<file path="src/rtl/alu_arb_pkg.sv">
// alu_arb_pkg: shared definitions for the ALU arbiter.
//   DW, CW      : datapath and ALU command widths
//   alu_op_e    : ALU command encodings
//   alu_req_t   : one requester's operation {cmd, a, b, sc}
package alu_arb_pkg;
  localparam int DW = 9;
  localparam int CW = 3;

  typedef enum logic [CW-1:0] {
    ADD = 3'b000,
    LSL = 3'b001,
    XOR = 3'b011,
    LSR = 3'b101,
    SUB = 3'b110,
    CMP = 3'b111
  } alu_op_e;

  typedef struct packed {
    logic [CW-1:0] cmd;
    logic [DW-1:0] a;
    logic [DW-1:0] b;
    logic          sc;
  } alu_req_t;
endpackage

</file>
<file path="src/rtl/alu_arb_rr_arb.sv">
// rr_arb: round-robin pointer plus one-hot grant selection.
//   clk, rst_n : clock, synchronous active-low reset
//   eligible   : requesters that may be granted this cycle
//   grant      : one-hot (or zero) grant vector
//   grant_idx  : index of the granted requester (rr_ptr when idle)
//   any_grant  : a grant is issued this cycle
module rr_arb #(
  parameter int NREQ = 2,
  localparam int IW  = (NREQ > 1) ? $clog2(NREQ) : 1
) (
  input  logic            clk,
  input  logic            rst_n,
  input  logic [NREQ-1:0] eligible,
  output logic [NREQ-1:0] grant,
  output logic [IW-1:0]   grant_idx,
  output logic            any_grant
);
  logic [IW-1:0] rr_ptr;

  // Search upward from rr_ptr with wrap; the first eligible requester wins.
  always_comb begin
    grant     = '0;
    grant_idx = rr_ptr;
    any_grant = 1'b0;
    for (int k = 0; k < NREQ; k++) begin
      int j;
      j = int'(rr_ptr) + k;
      if (j >= NREQ) j = j - NREQ;
      if (!any_grant && eligible[j]) begin
        any_grant = 1'b1;
        grant[j]  = 1'b1;
        grant_idx = IW'(j);
      end
    end
  end

  // Pointer moves just past the winner so it has lowest priority next time.
  always_ff @(posedge clk) begin
    if (!rst_n)
      rr_ptr <= '0;
    else if (any_grant)
      rr_ptr <= (grant_idx == IW'(NREQ - 1)) ? '0 : grant_idx + IW'(1);
  end
endmodule

</file>
<file path="src/rtl/alu_arb.sv">
// alu_arb: shares one combinational ALU between NREQ requesters.
//   req_*     : per-requester valid/ready request {cmd, a, b, sc}, packed flat
//   rsp_*     : per-requester registered result slot, held until rsp_ready
//   alu_*     : to/from the external ALU; inputs are zero when nobody is granted
//   stat_*    : grant / stall counters, present only with ALU_ARB_STATS_EN,
//               otherwise tied to zero
// DW/CW must match the package widths, since alu_req_t is sized from them.
module alu_arb
  import alu_arb_pkg::*;
#(
  parameter int NREQ = 2,
  parameter int DW   = alu_arb_pkg::DW,
  parameter int CW   = alu_arb_pkg::CW
) (
  input  logic                 clk,
  input  logic                 rst_n,
  input  logic [NREQ-1:0]      req_valid,
  output logic [NREQ-1:0]      req_ready,
  input  logic [NREQ*CW-1:0]   req_cmd,
  input  logic [NREQ*DW-1:0]   req_a,
  input  logic [NREQ*DW-1:0]   req_b,
  input  logic [NREQ-1:0]      req_sc,
  output logic [NREQ-1:0]      rsp_valid,
  input  logic [NREQ-1:0]      rsp_ready,
  output logic [NREQ*DW-1:0]   rsp_rslt,
  output logic [NREQ-1:0]      rsp_flag,
  output logic [CW-1:0]        alu_cmd,
  output logic [DW-1:0]        alu_a,
  output logic [DW-1:0]        alu_b,
  output logic                 alu_sc,
  input  logic [DW-1:0]        alu_rslt,
  input  logic                 alu_flag,
  output logic [NREQ*16-1:0]   stat_grants,
  output logic [15:0]          stat_stalls
);
  localparam int IW = (NREQ > 1) ? $clog2(NREQ) : 1;

  alu_req_t [NREQ-1:0]          req;
  logic     [NREQ-1:0]          slot_vld;
  logic     [NREQ-1:0][DW-1:0]  slot_rslt;
  logic     [NREQ-1:0]          slot_flag;
  logic     [NREQ-1:0]          eligible;
  logic     [NREQ-1:0]          grant;
  logic     [IW-1:0]            grant_idx;
  logic                         any_grant;
  alu_req_t                     sel;

  for (genvar i = 0; i < NREQ; i++) begin : g_unpack
    assign req[i] = '{cmd: req_cmd[i*CW +: CW],
                      a:   req_a[i*DW +: DW],
                      b:   req_b[i*DW +: DW],
                      sc:  req_sc[i]};
  end

  // A full slot being drained this cycle can take a new result.
  assign eligible = req_valid & (~slot_vld | rsp_ready);

  rr_arb #(.NREQ(NREQ)) u_rr_arb (
    .clk      (clk),
    .rst_n    (rst_n),
    .eligible (eligible),
    .grant    (grant),
    .grant_idx(grant_idx),
    .any_grant(any_grant)
  );

  // Idle cycles present ADD 0,0 so the ALU never sees stale or X operands.
  always_comb begin
    sel = '0;
    if (any_grant) sel = req[grant_idx];
  end

  assign req_ready = grant;
  assign alu_cmd   = sel.cmd;
  assign alu_a     = sel.a;
  assign alu_b     = sel.b;
  assign alu_sc    = sel.sc;

  for (genvar i = 0; i < NREQ; i++) begin : g_slot
    always_ff @(posedge clk) begin
      if (!rst_n) begin
        slot_vld[i]  <= 1'b0;
        slot_rslt[i] <= '0;
        slot_flag[i] <= 1'b0;
      end else if (grant[i]) begin
        slot_vld[i]  <= 1'b1;
        slot_rslt[i] <= alu_rslt;
        slot_flag[i] <= alu_flag;
      end else if (rsp_ready[i]) begin
        slot_vld[i]  <= 1'b0;
      end
    end
  end

  assign rsp_valid = slot_vld;
  assign rsp_rslt  = slot_rslt;
  assign rsp_flag  = slot_flag;

`ifdef ALU_ARB_STATS_EN
  logic [NREQ-1:0][15:0] grant_cnt;
  logic [15:0]           stall_cnt;

  // A stall is any cycle where some requester asks and is not the winner.
  always_ff @(posedge clk) begin
    if (!rst_n) begin
      grant_cnt <= '0;
      stall_cnt <= '0;
    end else begin
      for (int i = 0; i < NREQ; i++)
        if (grant[i] && grant_cnt[i] != 16'hFFFF)
          grant_cnt[i] <= grant_cnt[i] + 16'd1;
      if (|(req_valid & ~grant) && stall_cnt != 16'hFFFF)
        stall_cnt <= stall_cnt + 16'd1;
    end
  end

  assign stat_grants = grant_cnt;
  assign stat_stalls = stall_cnt;
`else
  assign stat_grants = '0;
  assign stat_stalls = '0;
`endif
endmodule

</file>
<file path="config.mk">
export PLATFORM = sky130hd
export DESIGN_NAME = alu_arb
export DESIGN_NICKNAME = d
export VERILOG_FILES = /design/src/rtl/alu_arb_pkg.sv /design/src/rtl/alu_arb_rr_arb.sv /design/src/rtl/alu_arb.sv
export SDC_FILE = /design/constraint.sdc
export NUM_CORES = 1
export LEC_CHECK = 0
export ABC_AREA = 1
export BUFFER_PORTS_ARGS = -buffer_cell sky130_fd_sc_hd__buf_2
export CORE_MARGIN = 2
export CORE_UTILIZATION = 40
export DETAILED_ROUTE_END_ITERATION = 7
export PLACE_DENSITY = 0.79
export SLEW_MARGIN = 20
export SYNTH_ARGS = -nofsm -noshare
export SYNTH_HDL_FRONTEND = slang
export SYNTH_SLANG_ARGS = --single-unit
</file>
<file path="constraint.sdc">
create_clock -name clk -period 1.4 [get_ports clk]
set_clock_uncertainty 0.1 [all_clocks]
set_input_delay 0.21 -clock clk [delete_from_list [all_inputs] [get_ports clk]]
set_output_delay 0.21 -clock clk [all_outputs]
set_load 0.03 [all_outputs]
</file>
Word level (Yosys, flattened, before mapping)
Cells that the tools add are included.
- output and inout port bits: 94
- register bits after elaboration: 23
- bits of input ports: 60
- order comparisons: 7
- add/sub/neg operators: 4
- muxes and demuxes: 26
- reductions and logical operators: 6
- bitwise logic cells: 4
- operators by type and width (cell ; count):
    2-to-1 mux 22 bit ; 3
    greater-or-equal comparator 32 x 1 -> 1 bit, second input constant ; 2
    less-than comparator 32 x 3 -> 1 bit, second input constant ; 2
    2-to-1 mux 32 bit ; 2
    greater-or-equal comparator 32 x 3 -> 1 bit, second input constant ; 1
    subtractor 32 x 3 -> 32 bit, second input constant ; 1
    2-to-1 mux 1 bit ; 17
    2-to-1 mux 2 bit ; 2
    OR 2 bit ; 2
    nonzero test 2 bit ; 2
    logical AND 1 bit ; 3
    subtractor 1 x 2 -> 3 bit, second input constant ; 1
    adder 1 x 1 -> 2 bit, second input constant ; 1
    bitwise AND 2 bit ; 1
    demux 1 bit (select 1 bit) ; 2
    greater-or-equal comparator 1 x 2 -> 1 bit, second input constant ; 1
    less-than comparator 1 x 2 -> 1 bit, second input constant ; 1
    NOT 2 bit ; 1
    adder 1 bit, second input constant ; 1
    logical NOT 1 bit ; 1

Longest topological paths before layout
- depth after elaboration: 13
- depth in mapped cells: 8
- mapped depth without buffers: 7

Hierarchy
From an unflattened synthesis, not the netlist that was laid out.
- cells, all modules: 239
- area, all modules: 1644.1 sq um
- by module, submodules not included (module ; cells an instance ; seq. area each (sq um) ; area an instance (sq um) ; instances):
    alu_arb ; 221 ; 440.4 ; 1555.2 ; 1
    rr_arb ; 18 ; 20.0 ; 88.8 ; 1

Worst setup path after synthesis
Ideal clock, no wire load.
- kind: flip-flop to output port
- start point: register slot_vld[1], in the netlist rsp_valid[1]
- end point: output alu_a[1]
- setup slack: -0.254 ns
- data arrival time: 1.344 ns
- stages on the path, launching flop included: 8
- path buffers: 1
- cells stage by stage: dfxtp_1 -> nand2_1 -> nand3_1 -> nand2_2 -> buf_2 -> nand2_1 -> nand2_1 -> inv_1
- longest elaborated chain between the ends: 13
- elaborated cells between the ends (all ways): 18
- classes of those cells: mux: 13; bitwise: 3; reduce/logical: 2
- RTL lines (element ; line ; source):
    from (decl) ; alu_arb.sv:39 ; logic [NREQ-1:0] slot_vld;
    from (signal, indexed assignment) ; alu_arb.sv:82 ; slot_vld[i] <= 1'b0;
    from (signal, indexed assignment) ; alu_arb.sv:86 ; slot_vld[i] <= 1'b1;
    from (signal, indexed assignment) ; alu_arb.sv:90 ; slot_vld[i] <= 1'b0;
    NOT 2 bit (*) ; alu_arb.sv:56 ; assign eligible = req_valid & (~slot_vld | rsp_ready);
    OR 2 bit (*) ; alu_arb.sv:56 ;
    bitwise AND 2 bit (*) ; alu_arb.sv:56 ;
    2-to-1 mux 1 bit (not written as such) (3 in series) ; alu_arb_rr_arb.sv:29 ; if (!any_grant && eligible[j]) begin
    2-to-1 mux 1 bit ; alu_arb_rr_arb.sv:29 ;
    logical NOT 1 bit ; alu_arb_rr_arb.sv:29 ;
    logical AND 1 bit ; alu_arb_rr_arb.sv:29 ;
    2-to-1 mux 1 bit ; alu_arb_rr_arb.sv:29 ;
    2-to-1 mux 22 bit (not written as such) (2 in series) ; alu_arb.sv:70 ; if (any_grant) sel = req[grant_idx];
    2-to-1 mux 22 bit (*) ; alu_arb.sv:70 ;
    to (decl) ; alu_arb.sv:28 ; output logic [DW-1:0] alu_a,
Every way passes the cells marked *; elsewhere a longest branch is shown, timed or not. The select of a mux whose other input is x is not followed.

Worst setup path in the final report
- start point: register slot_vld[1], in the netlist rsp_valid[1]
- end point: output alu_cmd[2]
- longest elaborated chain between the ends: 13
- elaborated cells between the ends (all ways): 18
- classes of those cells: mux: 13; bitwise: 3; reduce/logical: 2
- RTL lines (element ; line ; source):
    NOT 2 bit (*) ; alu_arb.sv:56 ;
    OR 2 bit (*) ; alu_arb.sv:56 ;
    bitwise AND 2 bit (*) ; alu_arb.sv:56 ;
    2-to-1 mux 1 bit (not written as such) (3 in series) ; alu_arb_rr_arb.sv:29 ;
    2-to-1 mux 1 bit ; alu_arb_rr_arb.sv:29 ;
    logical NOT 1 bit ; alu_arb_rr_arb.sv:29 ;
    logical AND 1 bit ; alu_arb_rr_arb.sv:29 ;
    2-to-1 mux 1 bit ; alu_arb_rr_arb.sv:29 ;
    2-to-1 mux 22 bit (not written as such) (2 in series) ; alu_arb.sv:70 ;
    2-to-1 mux 22 bit (*) ; alu_arb.sv:70 ;
    to (decl) ; alu_arb.sv:27 ; output logic [CW-1:0] alu_cmd,
Marks and branches as above.

==> impl_metrics.ini <==
[clocking]
cts_buffers = 3
cts.path.max_buffers = 2
cts_tree = done
clock-sinks = 23
clk_pin_slew_ps = 80
insertion_delay_ps = 250
htree_levels = 1
cts_root_buf = clkbuf_8

[drt]
avgViaCountPerCell = 4.490
drt-pass1-iter-count = 4
drcViolationCount = 0
vias = 2218
avgRoutedWirePerCell_um = 11.61
routed_wirelength_mm = 5.737
dr.first_iter.drc_count = 96
drtAntennaViolNets = 0

[sta]
finalHoldViolations = 0
layout_setup_ws_ps = -341.0
rsz0062_at_grt = true
max_freq_mhz = 574.4
period_share_pct = 124.4
fin_setup_tns_ps = -7391
slew_viol_final = 0
post-route-min-period_ps = 1741
setup_viol = 24

[layout]
drive_above_1_share_pct = 43.86
antennaDiodeCount = 0
fin_cells = 494
layout_common_cells = nand2_1, buf_2, conb_1
area_growth_pct = 52.59
fin_nets = 501
layout_commonest_cell = nand2_1

[critical_path]
critPathKind = flip-flop to output port
crit_required_ps = 1090
worstPathMaxFanout = 6
start_kind = flip-flop
worst_setup_path_end_kind = output port
critical_path_arrival_ps = 1430

[logic_synthesis]
ys_types = 17
netlist_top_cells_area = dfxtp_1, nand2_1, buf_4, inv_1, nand3_1
postSynthCellCount = 330
avgSynthCellArea_um2 = 5.847
ys_warn_count = 0
yosys.area.top_type_share_pct = 23.87
ys_seq_area_share_pct = 23.87
netlist_area_um2 = 1929
yosys.area.top_type = dfxtp_1
ys_seq_elements = 23

[worst_hold_path]
hold_class = input pin to flip-flop

[global_route]
grt_max_degree = 26
gr-usage-all-layers_pct = 18.04
grt_overflow = 0
grt_pass1_vias = 1869
grt_pass1_wl_mm = 7.831
antenna_found_initial = 0

[floorplanning]
rows = 25
ios = 154
core-area_um2 = 4692
die_w_um = 73.45
fp.dieArea_um2 = 5395
initial_utilization_pct = 41.12
die_h_um = 73.45

[power_and_ir_drop]
power.density_nw_per_um2 = 878.1
power_leakage_nw = 1.833
ir_drop_mv = 0.7488

[place]
io_buffers = 105
hpwlAfterDp_mm = 3.627
numPlacedInstances = 481
gp_congestion = 0.8240

[status]
failed_checks = negative setup slack
status = finished with violations

[flow_run]
drv_cap = 0
==> worst max-delay path, cell delays in order, from the launching register on <==
cell,delay (ps)
dfxtp_4,360
a21boi_4,210
nand2_4,110
clkbuf_16,190
nand3_4,70
nand2_2,70
inv_2,50
buf_6,120
==> flip-flops by register name, indices dropped and copies added (netlist names) <==
register	flops
u_rr_arb.rr_ptr	1
rsp_valid	2
rsp_flag	2
rsp_rslt	18
==> what timing repair did <==
item | CTS | global route
endpoints found under the hold margin | 0 | 0
cloned | 2 | 4
setup buffers | 4 | 3
pin swaps | 16 | 15
setup endpoints to repair | 26 | 36
hold buffers | 0 | 0
gates resized for setup | 58 | 44
==> layout make-up <==
type | count | area [µm²]
fillers | 405 | 1748
flip-flops and latches | 23 | 471.7
multi-input cells | 230 | 1191
well taps | 54 | 67.56
clock buffers | 4 | 45.04
inverters | 60 | 225.2
repair buffers | 123 | 943.4
==> Yosys cell counts <==
master / n
nand3_1: 24
a21boi_1: 1
clkbuf_1: 1
inv_1: 59
buf_1: 1
nor2_1: 30
inv_2: 1
a21oi_1: 13
buf_2: 11
buf_4: 50
nand3b_1: 10
nand2_2: 2
nand2_1: 101
buf_6: 1
dfxtp_1: 23
a21boi_4: 1
conb_1: 1
==> per-stage QoR <==
stage          hold slack [ps]  worst slack (ps)  utilization [%]  power (W)  instance area, µm²
3_5_place_dp             351.6            -106.0            50.61   0.001893                2375
3_3_place_gp             345.6            -81.54            50.61   0.001880                2375
5_1_grt                  87.91            -408.7            62.75   0.002761                2944
2_1_floorplan            231.8             5.884                -   0.001688                2113
4_1_cts                  79.67            -345.1            57.89   0.002464                2716
6_report                 83.00            -341.0            62.75   0.002585                2944
==> report_power, final <==
group / leakage, nW / total [W] / internal, W / switching, W
Clock: 0.0228 / 0.000393 / 0.000202 / 0.000191
Combinational: 1.62 / 0.00144 / 0.000525 / 0.000916
Sequential: 0.193 / 0.000751 / 0.000713 / 0.0000381
==> cells by family (layout without fill, tap and decap cells) <==
kind of cell | count (synthesis) | in the layout | synth area share (%)
simple gates | 167 | 167 | 36.25
other cells | 1 | 48 | 0.1944
compound gates | 15 | 15 | 4.734
buf+inv | 124 | 187 | 34.95
flops | 23 | 23 | 23.87
==> path summary, 6_finish.rpt <==
kind | startpoint | end | slack (ps) | depth (start not counted)
max | rsp_valid[1] | alu_cmd[2] | -340 | 7
min | alu_rslt[8] | rsp_rslt[8] | 80 | 3
max reg2reg | rsp_valid[1] | rsp_rslt[7] | 60 | 8
min reg2reg | rsp_rslt[10] | rsp_rslt[10] | 380 | 2
==> metal layers <==
metal	up-vias	GRT usage, %	share of wire [%]
met5	-	0	0
met4	0	6.061	2.1
met3	17	2.606	7.5
met2	119	32.84	53
met1	993	21.44	38
li1	1089	-	-
Power figures use the tool's default switching activity.
